==> config.mk <==
export PLATFORM = sky130hd
export DESIGN_NAME = shift_reg_univ
export DESIGN_NICKNAME = d
export VERILOG_FILES = /design/src/rtl/shift_reg_univ.sv
export SDC_FILE = /design/constraint.sdc
export NUM_CORES = 1
export LEC_CHECK = 0
export ABC_AREA = 1
export BUFFER_PORTS_ARGS = -buffer_cell sky130_fd_sc_hd__buf_4
export CORE_MARGIN = 4
export CORE_UTILIZATION = 63
export CTS_CLUSTER_SIZE = 28
export DETAILED_ROUTE_END_ITERATION = 8
export GPL_TIMING_DRIVEN = 0
export PLACE_DENSITY_LB_ADDON = 0.2
export SETUP_SLACK_MARGIN = 0.05
export SLEW_MARGIN = 20
export SYNTH_ARGS = -nofsm -noshare
export SYNTH_HDL_FRONTEND = slang
export SYNTH_SLANG_ARGS = --single-unit
==> constraint.sdc <==
create_clock -name clk -period 1.9 [get_ports clk]
set_input_delay 0.19 -clock clk [delete_from_list [all_inputs] [get_ports clk]]
set_output_delay 0.19 -clock clk [all_outputs]
set_load 0.01 [all_outputs]
==> src/rtl/shift_reg_univ.sv <==
// Parametrised universal shift register with rotate, arithmetic shift, sync clear
// and an autonomous burst engine that repeats one shift operation a counted number of times.
module shift_reg_univ #(
    parameter int WIDTH = 8,
    parameter int CNT_W = $clog2(WIDTH + 1)
) (
    input  logic             clk,
    input  logic             nrst,
    input  logic             D,
    input  logic [2:0]       mode_i,
    input  logic [WIDTH-1:0] par_i,
    input  logic             start_i,
    input  logic [CNT_W-1:0] cnt_i,
    output logic [WIDTH-1:0] P,
    output logic             so_msb_o,
    output logic             so_lsb_o,
    output logic             busy_o,
    output logic             done_o
);

    localparam logic [1:0] S_IDLE  = 2'd0;
    localparam logic [1:0] S_BURST = 2'd1;
    localparam logic [1:0] S_DONE  = 2'd2;

    localparam logic [CNT_W-1:0] WIDTH_C = CNT_W'(WIDTH);
    localparam logic [CNT_W-1:0] ONE_C   = CNT_W'(1);

    logic [WIDTH-1:0] p_q, p_d;
    logic [1:0]       state_q, state_d;
    logic [2:0]       mode_q, mode_d;
    logic [CNT_W-1:0] rem_q, rem_d;
    logic [CNT_W-1:0] cnt_sat;
    logic             is_shift;

    function automatic logic [WIDTH-1:0] apply_op(input logic [2:0] op,
                                                  input logic [WIDTH-1:0] cur,
                                                  input logic [WIDTH-1:0] ld,
                                                  input logic din);
        logic [WIDTH-1:0] res;
        case (op)
            3'd0:    res = cur;
            3'd1:    res = ld;
            3'd2:    res = {cur[WIDTH-2:0], din};
            3'd3:    res = {din, cur[WIDTH-1:1]};
            3'd4:    res = {cur[WIDTH-2:0], cur[WIDTH-1]};
            3'd5:    res = {cur[0], cur[WIDTH-1:1]};
            3'd6:    res = {cur[WIDTH-1], cur[WIDTH-1:1]};
            default: res = '0;
        endcase
        return res;
    endfunction

    assign cnt_sat  = (cnt_i > WIDTH_C) ? WIDTH_C : cnt_i;
    assign is_shift = (mode_i >= 3'd2) && (mode_i <= 3'd6);

    always_comb begin
        p_d     = p_q;
        state_d = state_q;
        mode_d  = mode_q;
        rem_d   = rem_q;
        case (state_q)
            S_IDLE: begin
                if (start_i && is_shift) begin
                    mode_d = mode_i;
                    // The start edge itself performs shift #1, so a count of N
                    // leaves N-1 for the burst state.
                    if (cnt_sat == '0) begin
                        rem_d   = '0;
                        state_d = S_DONE;
                    end else begin
                        p_d = apply_op(mode_i, p_q, par_i, D);
                        if (cnt_sat == ONE_C) begin
                            rem_d   = '0;
                            state_d = S_DONE;
                        end else begin
                            rem_d   = cnt_sat - ONE_C;
                            state_d = S_BURST;
                        end
                    end
                end else begin
                    p_d = apply_op(mode_i, p_q, par_i, D);
                end
            end
            S_BURST: begin
                p_d   = apply_op(mode_q, p_q, par_i, D);
                rem_d = rem_q - ONE_C;
                if (rem_q == ONE_C) begin
                    state_d = S_DONE;
                end
            end
            S_DONE: begin
                state_d = S_IDLE;
            end
            default: begin
                state_d = S_IDLE;
            end
        endcase
    end

    always_ff @(posedge clk or negedge nrst) begin
        if (!nrst) begin
            p_q     <= '0;
            state_q <= S_IDLE;
            mode_q  <= '0;
            rem_q   <= '0;
        end else begin
            p_q     <= p_d;
            state_q <= state_d;
            mode_q  <= mode_d;
            rem_q   <= rem_d;
        end
    end

    assign P        = p_q;
    assign so_msb_o = p_q[WIDTH-1];
    assign so_lsb_o = p_q[0];
    assign busy_o   = (state_q == S_BURST);
    assign done_o   = (state_q == S_DONE);

endmodule

==> results.md, run 1 <==
- Worst skew pair latency: roughly 300 ps
- Residual DRC count: 0
- Switch Pwr: between 1.5 and 2 mW
- Logic pwr share: approximately 73%
- WL per Instance: between 10 and 15 um
- Internal power: roughly 1.3 mW
- Pwr dens: roughly 1200 nW/um2
- Syn_area_per_cell: just over 6 um2
- Layout cells sized above 1: approximately a fifth
- Pin count of the biggest net entering global routing: 18
- Commonest non-fill, non-tap cells in the layout: nand2_1 (114), nand4_1 (63), buf_4 (37)
- Die Footprint: 4595 um2
- Fraction of the cycle the final worst path needs: between 80% and 90%
- Pins Over Slew Limit: 0
- Sequential power share: just over 20%
- Drt pass-1 iters: 8
- Status: completed
- CTS Hold Buffers Added: 1
- Max Clock Freq: 0.6387 GHz
- VDD IR max: 0.0008068 V
- Lkg Pwr: ~1.4 nW
- Antenna-violating nets left: 0
- PortBufs: 28
- Total CTS buffers: 3
- Arr. time, crit path: roughly 1400 ps
- GRT Total Usage: approximately 30%
- Post-route minimum period: 1566 ps
- Root buffer cell: clkbuf_4
- Crit path to: busy_o
- Total grt overflow: 0
- Skew final: approximately 14 ps
- Relative slew slack: 67.89%
- CTS tree: done
- Synthesis-to-layout area growth: 13.50%
- Global-route wire length before repair: 10.73 mm
- R2r setup slk: about 390 ps
- Netlist cell types: 31
- Async SR Flop Fraction: between 90% and 100%
- Critical Path End Type: output pin
- Clock share of power: roughly 6.6%
- Most used flip-flop cell after synthesis: dfrtp_1
- Worst Hold Class: in -> async
- CTS sink cnt: 17
- Initial antenna violation count: 0
- Worst Path Required: about 1700 ps
- Post-cts repair resize count: 0
- Post-Syn Nets: 390
- Number of flops mapped to enable cells by yosys: 0
- Die height: between 60 and 70 um
- MaxCap Viol Count: 0
- Worst Reg-to-Reg Cells: 9
- Mapped cell area: roughly 2300 um2
- Synth warnings: 0
- Detailed Route WL: 6.503 mm
- Peak fanout along the critical path: 10
- Worst-path clk slew: approximately 100 ps
- Gpl congestion: ~1
- Nets: between 400 and 500
- CP Class: reg -> out
- Crit start category: flip-flop
- Vias/cell: 6.142
- Total number of vias: ~2700
- H-tree depth: 1
- Final hold vios: 0
- Worst reg2reg path endpoint: P[3]
- Setup TNS: 0 ps
- # setup viols final: 0
- Seq cells post-synth: 17
- Setup slack at placement: about 320 ps
- Core area: between 3000 and 4000 um2
- Die Wd: 67.79 um
- RSZ-0062 raised after global routing: false
- Setup Buffers After CTS: 0
- Initial Util: between 60% and 70%
- Reg2reg start: P[2]
- Sw frac: 55.99%
- Vias in the first global route: around 2400
- Commonest non-fill, non-tap cell in the layout: nand2_1
- Detail Placement HPWL: approximately 4.9 mm
- Final setup margin: about 330 ps
- Initial drt markers: 392
- Clock tree buffer depth: 2
- Worst-margin pin slew: 481.7 ps
- Top Ports: 31
- Number of antenna diodes: 0
- Synthesized instance count: roughly 370
- Critical path launch point: state_q[1]
- Register area share after synthesis: a little under a fifth
- Row cnt: 21
## power groups by stage
stage / Sequential, mW / Clock [mW] / Combinational [mW]
final: 0.604 / 0.195 / 2.17
after global routing: 0.619 / 0.221 / 2.36
after CTS: 0.601 / 0.200 / 2.11
after detailed placement: 0.607 / 0 / 2.10
after global placement: 0.599 / 0 / 2.05
after floorplan: 0.602 / 0 / 1.53
## per-stage QoR
stage	cells	area (um2)	hold slack (ps)	util [%]	total power, mW
5_1_grt	445	2556	296.4	75.42	3.202
2_1_floorplan	366	2252	-105.6	-	2.133
3_3_place_gp	440	2520	64.95	74.34	2.646
4_1_cts	445	2556	279.4	75.42	2.908
3_5_place_dp	440	2520	66.07	74.34	2.704
6_report	445	2556	274.3	75.42	2.966
## flip-flops by register name (all words and copies together), names as in the netlist
register,cells
P,8
rem_q,4
mode_q,3
state_q,2
## metal layers
| layer | wire length, um | share of wire [%] | global-route usage (%) |
|---|---|---|---|
| met5 | 0 | 0 | 0 |
| met1 | 2563 | 39 | 38.82 |
| met4 | 250 | 3.8 | 14.64 |
| met3 | 627 | 9.6 | 3.993 |
| met2 | 3061 | 47 | 50.43 |
## cell families after synthesis
logic type / share of synthesized area (%)
buffers and inverters: 16.22
and+or+nand+nor: 53.50
adders and majority gates: 2.778
AOI/OAI and AO/OA: 7.833
DFF: 18.89
xor gates and xnor gates: 0.7779
## synthesized netlist by cell type (3+ instances only)
library cell,n,area (um2)
o22ai_1,3,18.77
buf_4,9,67.56
nand2_1,114,427.9
clkbuf_1,6,22.52
dfrtp_1,17,425.4
buf_2,14,70.07
o21ai_0,15,75.07
nor2_1,18,67.56
inv_2,5,18.77
inv_1,35,131.4
nand2_4,3,33.78
buf_6,3,33.78
o21ai_1,5,25.02
nand4_1,63,394.1
nand3_1,30,150.1
ha_1,5,62.56
## worst min path at each step
| stage | cells past startpoint | end | slack (ps) | from |
|---|---|---|---|---|
| floorplan | 0 | P[0] | -110 | nrst |
| global placement | 1 | state_q[1] | 60 | nrst |
| detailed placement | 1 | state_q[1] | 70 | nrst |
| CTS | 2 | state_q[1] | 280 | nrst |
| global route | 2 | state_q[1] | 300 | nrst |
| finish | 2 | state_q[1] | 270 | nrst |
## area by class of cell
class,instances,area (um2)
Multi-Input combinational cell,274,1461
Fill cell,272,833.3
Sequential cell,17,425.4
Timing Repair Buffer,29,220.2
Buffer,32,193.9
Inverter,43,171.4
Tap cell,46,57.56
Clock buffer,4,26.28
## critical path, cell delays in order, from the launching register on
cell	delay, ps
dfrtp_1	430
inv_1	140
nand2_4	100
inv_1	90
buf_4	170
buf_4	140
Note: power is estimated with default switching activity, not from simulation.
==> inputs of run 2 (changes only) <==
- CORE_UTILIZATION: 63 -> 53
- clock period: 1.9 -> 1.4 ns (I/O delays scaled with it)
==> run 2 against run 1 <==
Compared with the run above:
- the run now ends with negative setup slack left
- critical endpoint is now P[7]
- hold slack barely moved
- cell count rose by 4.3%
- largest cell class unchanged
- critical path depth grew 3
- highest routed layer unchanged
==> results.md, run 2 (synthesis results as in run 1) <==
- Status: finished with violations
- Violated checks: negative setup slack
- Slowest stage delay, CP: 380 ps (-50 ps)
- Nets: 439 (+3.5%)
- Post-route minimum period: approximately 1400 ps
- Crit start category: flip-flop
- Sequential power share: 16.3% (-4.1 points)
- Final setup margin: -1.263 ps (-335.7 ps)
- CP Class: reg -> reg
- Vias in the first global route: 2405 (+0.59%)
- Total CTS buffers: 3 (unchanged)
- Root buffer cell: clkbuf_8
- Largest register FFs: 8 (unchanged)
- CTS sink cnt: 17 (unchanged)
- Layout cells sized above 1: 27.29% (+7.0 points)
- Initial antenna violation count: 0 (unchanged)
- H-tree depth: 1 (unchanged)
- Lkg Pwr: 1.562 nW (+11%)
- Post-DP Area: 2525 um2 (+0.20%)
- Peak fanout along the critical path: 10 (unchanged)
- CTS tree: done
- Row cnt: 23 (+9.5%)
- Total power: 5.058 mW (+71%)
- Residual DRC count: 0 (unchanged)
- Global-route wire length before repair: 11.24 mm (+4.8%)
- Relative slew slack: 70.90% (+3.0 points)
- Finished Cell Area: 2877 um2 (+13%)
- GR Util met2: 41.61% (-8.8 points)
- Internal power: 2.485 mW (+90%)
- Final hold slack: 274.1 ps (-0.2740 ps)
- Worst Hold Class: in -> async
- Drt pass-1 iters: 5 (-3)
- Initial drt markers: 403 (+2.8%)
- Gr busiest metal: met2
- Die Footprint: 5356 um2 (+17%)
- Setup TNS: -1.263 ps (-1.263 ps)
- Die height: 73.19 um (+8.0%)
- Skew final: 5.689 ps (-8.263 ps)
- Clock tree buffer depth: 2 (unchanged)
- MaxCap Viol Count: 0 (unchanged)
- Global Route met3 Usage: 3.857% (-0.14 points)
- Total number of vias: 2845 (+4.1%)
- Multi-input logic area: 1485 um2 (+1.6%)
- Arr. time, crit path: 1550 ps (+170 ps)
- Pins Over Slew Limit: 0 (unchanged)
- GRT Total Usage: 26.16% (-4.3 points)
- Worst-path clk slew: 80 ps (-20 ps)
- Detail Placement HPWL: 4.795 mm (-1.1%)
- # setup viols final: 1 (+1)
- Logic pwr share: 75.8% (+2.8 points)
- Clock share of power: 7.9% (+1.3 points)
- WL per Instance: 15.60 um (+6.8%)
- Fraction of the cycle the final worst path needs: 100.1%
- Register area: 426.7 um2 (+0.29%)
- Commonest non-fill, non-tap cell in the layout: nand2_1
- Top Ports: 31 (unchanged)
- Total grt overflow: 0 (unchanged)
- VDD IR max: 0.001094 V (+36%)
- Pwr dens: 1758 nW/um2 (+52%)
- Worst Path Required: 1550 ps (-160 ps)
- Detailed Route WL: 7.240 mm (+11%)
- Max Clock Freq: around 0.71 GHz
- Switch Pwr: 2.574 mW (+55%)
- Final Core Density: 70.89% (-4.5 points)
- Met1 Usage GRT: 36.33% (-2.5 points)
- Number of antenna diodes: 0 (unchanged)
- Gpl congestion: 0.9112 (-6.3%)
- RSZ-0062 raised after global routing: true
- Vias/cell: 6.131 (-0.16%)
- Initial Util: 55.50% (-11 points)
- Final hold vios: 0 (unchanged)
- Worst-margin pin slew: 436.1 ps (-45.62 ps)
- Setup slack at placement: -111.1 ps (-435.7 ps)
- Worst Reg-to-Reg Cells: 8 (-1)
- Worst skew pair latency: 260 ps (-40 ps)
- Core area: 4058 um2 (+20%)
- PortBufs: 28 (unchanged)
- Commonest non-fill, non-tap cells in the layout: nand2_1 (109), nand4_1 (63), buf_4 (44)
- Synthesis-to-layout area growth: 27.72%
- Fill count: 330 (+21%)
- CP max stage cell: dfrtp_1
- Critical Path End Type: flip-flop
- Crit-path cells: buf_6 -> buf_4 -> nand4_1 -> nand3_1 -> o21ai_1 -> nand2_1 -> nand2_1 -> nand2_1
- Pin count of the biggest net entering global routing: 18 (unchanged)
- Antenna-violating nets left: 0 (unchanged)
- Placed Cells: 444 (+0.91%)
- CP most frequent cell: nand2_1
- Die Wd: 73.19 um (+8.0%)
- Final std cells w/o fill: 464 (+4.3%)
- Sw frac: 50.88% (-5.1 points)
## run 2: changes by cell type in the layout (fill, tap and decap cells not counted), moves of 3 or more
cell / delta
clkbuf_8: +3
nand2_2: +5
buf_4: +7
clkbuf_1: -7
buf_2: -5
nand2_1: -5
buf_8: +3
buf_6: +12
## run 2: final cells by class
type / instances / share of cell area [%]
Timing Repair Buffer: 44 / 13.18
Clock inverter: 1 / 0.1740
Sequential cell: 17 / 14.83
Inverter: 43 / 6.742
Multi-Input combinational cell: 274 / 51.63
Clock buffer: 3 / 1.435
Buffer: 32 / 9.830
Tap cell: 50 / 2.175
## run 2: worst paths after layout
check | startpoint | endpoint | slack (ps)
worst max-delay path | mode_q[1] | P[7] | -1
min in group clk | cnt_i[2] | state_q[0] | 280
worst min-delay path | nrst | rem_q[0] | 270
worst max register to register | mode_q[1] | P[7] | -1
worst min register to register | rem_q[3] | rem_q[3] | 490
max in group asynchronous | nrst | state_q[0] | 910
## run 2: worst max-delay path: cells and delay by family (launching register included)
kind                   cells  cell delay [ps]
AOI/OAI and AO/OA          1              160
buffers and inverters      2              320
DFF                        1              380
and+or+nand+nor            5              420
## run 2: what timing repair did
item,4_1_cts,5_1_grt
hold endpoints to repair,17,0
hold buffers,1,0
gates cloned,0,3
setup buffers,5,7
resized for setup,29,39
pin swaps,5,10
setup endpoints to repair,9,10
## run 2: routing by layer
layer / vias to the layer above / wire length (um)
met1: 1266 / 2830
met4: 0 / 201
met5: - / 0
met2: 210 / 3418
met3: 30 / 791
li1: 1339 / -
## run 2: power groups by stage
stage          clock [mW]  combinational [mW]  sequential (mW)
6_report            0.398                3.84            0.824
3_5_place_dp            0                2.83            0.823
5_1_grt             0.425                4.09            0.850
4_1_cts             0.389                3.15            0.817
3_3_place_gp            0                2.80            0.818
2_1_floorplan           0                2.08            0.817
==> inputs of run 3 (changes only) <==
- GPL_TIMING_DRIVEN: 0 -> unset
==> run 3 against run 2 <==
Compared with the run above:
- the flow now finishes without violations
- clock-buffer cell count rose by 1
- die area did not move
- register-to-register slack improved by 100 ps
- highest routed layer unchanged
==> results.md, run 3 (synthesis results as in run 1) <==
- Number of antenna diodes: 0 (unchanged)
- Row cnt: 23 (unchanged)
- Status: completed
- Total grt overflow: 0 (unchanged)
- Global-route wire length before repair: 10.27 mm (-8.7%)
- Core area: 4058 um2 (unchanged)
- Clock tree buffer depth: 2 (unchanged)
- Initial Util: 55.50% (unchanged)
- RSZ-0062 raised after global routing: true
- Skew final: 1.021 ps (-4.668 ps)
- Final hold vios: 0 (unchanged)
- CTS tree: done
- Detail Placement HPWL: 4.530 mm (-5.5%)
- WL per Instance: 14.58 um (-6.6%)
- Commonest non-fill, non-tap cell in the layout: nand2_1
- Lkg Pwr: 1.407 nW (-10%)
- Antenna-violating nets left: 0 (unchanged)
- Reg2reg start: mode_q[1]
- VDD IR max: 0.001174 V (+7.2%)
- Arr. time, crit path: 1200 ps (-350 ps)
- Worst Path Required: 1260 ps (-290 ps)
- Pins Over Slew Limit: 0 (unchanged)
- Post-route minimum period: 1340 ps (-60.88 ps)
- Initial antenna violation count: 0 (unchanged)
- Top Ports: 31 (unchanged)
- Peak fanout along the critical path: 7 (-3)
- PortBufs: 30 (+7.1%)
- Worst-margin pin slew: 428.9 ps (-7.218 ps)
- Total number of vias: 2601 (-8.6%)
- H-tree depth: 1 (unchanged)
- Die height: 73.19 um (unchanged)
- Total CTS buffers: 3 (unchanged)
- Final std cells w/o fill: 439 (-5.4%)
- Largest register FFs: 8 (unchanged)
- Root buffer cell: clkbuf_8
- Placed Cells: 431 (-2.9%)
- Pin count of the biggest net entering global routing: 26 (+8)
- GRT Total Usage: 23.76% (-2.4 points)
- Switch Pwr: 2.272 mW (-12%)
- Detailed Route WL: 6.400 mm (-12%)
- Gpl congestion: 0.9022 (-0.99%)
- Worst Reg-to-Reg Cells: 9 (+1)
- Sequential power share: 24.1% (+7.8 points)
- Final Core Density: 64.85% (-6.0 points)
- Vias/cell: 5.925 (-3.4%)
- CP max stage cell: dfrtp_1
- Layout cells sized above 1: 22.11% (-5.2 points)
- Pwr dens: 1643 nW/um2 (-6.6%)
- Initial drt markers: 267 (-34%)
- Nets: 414 (-5.7%)
- Worst Hold Class: in -> async
- Slowest stage delay, CP: 400 ps (+20 ps)
- Total power: 4.323 mW (-15%)
- Die Wd: 73.19 um (unchanged)
- Clock share of power: 8.8% (+0.9 points)
- Vias in the first global route: 2177 (-9.5%)
- Worst reg2reg path endpoint: P[5]
- Relative slew slack: 71.41% (+0.51 points)
- Worst skew pair latency: 250 ps (about the same)
- Sw frac: 52.55% (+1.7 points)
- CP Class: reg -> out
- R2r setup slk: 100 ps (+100 ps)
- Residual DRC count: 0 (unchanged)
- Worst-path clk slew: 70 ps (about the same)
- Die Footprint: 5356 um2 (unchanged)
- Synthesis-to-layout area growth: 16.83%
- MaxCap Viol Count: 0 (unchanged)
- Internal power: 2.052 mW (-17%)
- Crit start category: flip-flop
- # setup viols final: 0 (-1)
- Critical Path End Type: output pin
- Fill count: 391 (+18%)
- Logic pwr share: 67.1% (-8.7 points)
- Fraction of the cycle the final worst path needs: 95.74% (-4.3 points)
- Max Clock Freq: 0.7461 GHz (+4.5%)
- Drt pass-1 iters: 5 (unchanged)
- Crit-path cells: inv_2 -> nand2_4 -> inv_4 -> buf_4 -> buf_4
- Commonest non-fill, non-tap cells in the layout: nand2_1 (113), nand4_1 (63), buf_4 (43)
- CP most frequent cell: buf_4
- CTS sink cnt: 17 (unchanged)
[run 3: layout make-up]
type                    instances  area (um2)  share of cell area (%)
flip-flops and latches         17       430.4                   16.36
inverters                      43       178.9                   6.800
multi-input cells             274        1476                   56.11
well taps                      50       62.56                   2.378
repair buffers                 51       437.9                   16.64
clock buffers                   4       45.04                   1.712
[run 3: routing by layer]
| metal | GRT usage (%) | vias to the layer above | part of all wire (%) |
|---|---|---|---|
| li1 | - | 1273 | - |
| met5 | 0 | - | 0 |
| met1 | 33.64 | 1190 | 43 |
| met3 | 2.479 | 21 | 7.5 |
| met2 | 37.34 | 117 | 47 |
| met4 | 8.197 | 0 | 2.8 |
[run 3: power groups by stage]
stage / logic [mW] / registers, mW / clock network, mW
2_1_floorplan: 2.08 / 0.817 / 0
3_3_place_gp: 2.65 / 1.01 / 0
3_5_place_dp: 2.69 / 1.02 / 0
4_1_cts: 2.73 / 1.01 / 0.388
5_1_grt: 3.19 / 1.08 / 0.413
6_report: 2.90 / 1.04 / 0.379
[run 3: worst max path at each step]
stage	from	end	slack [ps]	cells after the start
after CTS	state_q[1]	busy_o	50	5
final	state_q[1]	busy_o	60	5
after floorplan	mode_q[0]	P[7]	100	9
after detailed placement	cnt_i[0]	rem_q[2]	-50	11
after global placement	cnt_i[0]	rem_q[2]	60	11
after global routing	state_q[1]	busy_o	2	5
[run 3: repair_timing]
action | 4_1_cts | 5_1_grt
buffers inserted | 1 | 2
gates resized for setup | 4 | 16
pin swaps | 0 | 2
endpoints found under the hold margin | 17 | 0
endpoints found under the setup margin | 2 | 10
hold buffers | 1 | 0
[run 3: worst max-delay path, delay by kind of cell (launching register included)]
family,cells,cell delay [ps]
DFF,1,400
buffers and inverters,4,440
and+or+nand+nor,1,100
[run 3: metrics by stage]
step           TNS (ps)  instance area, um2  hold WS, ps  setup slack (ps)
2_1_floorplan         0                2252       -155.6             104.1
3_3_place_gp          0                2511        23.67             59.39
3_5_place_dp     -74.65                2511        25.09            -54.66
4_1_cts               0                2577        285.3             50.36
5_1_grt               0                2631        314.5             2.355
6_report              0                2631        297.2             59.62
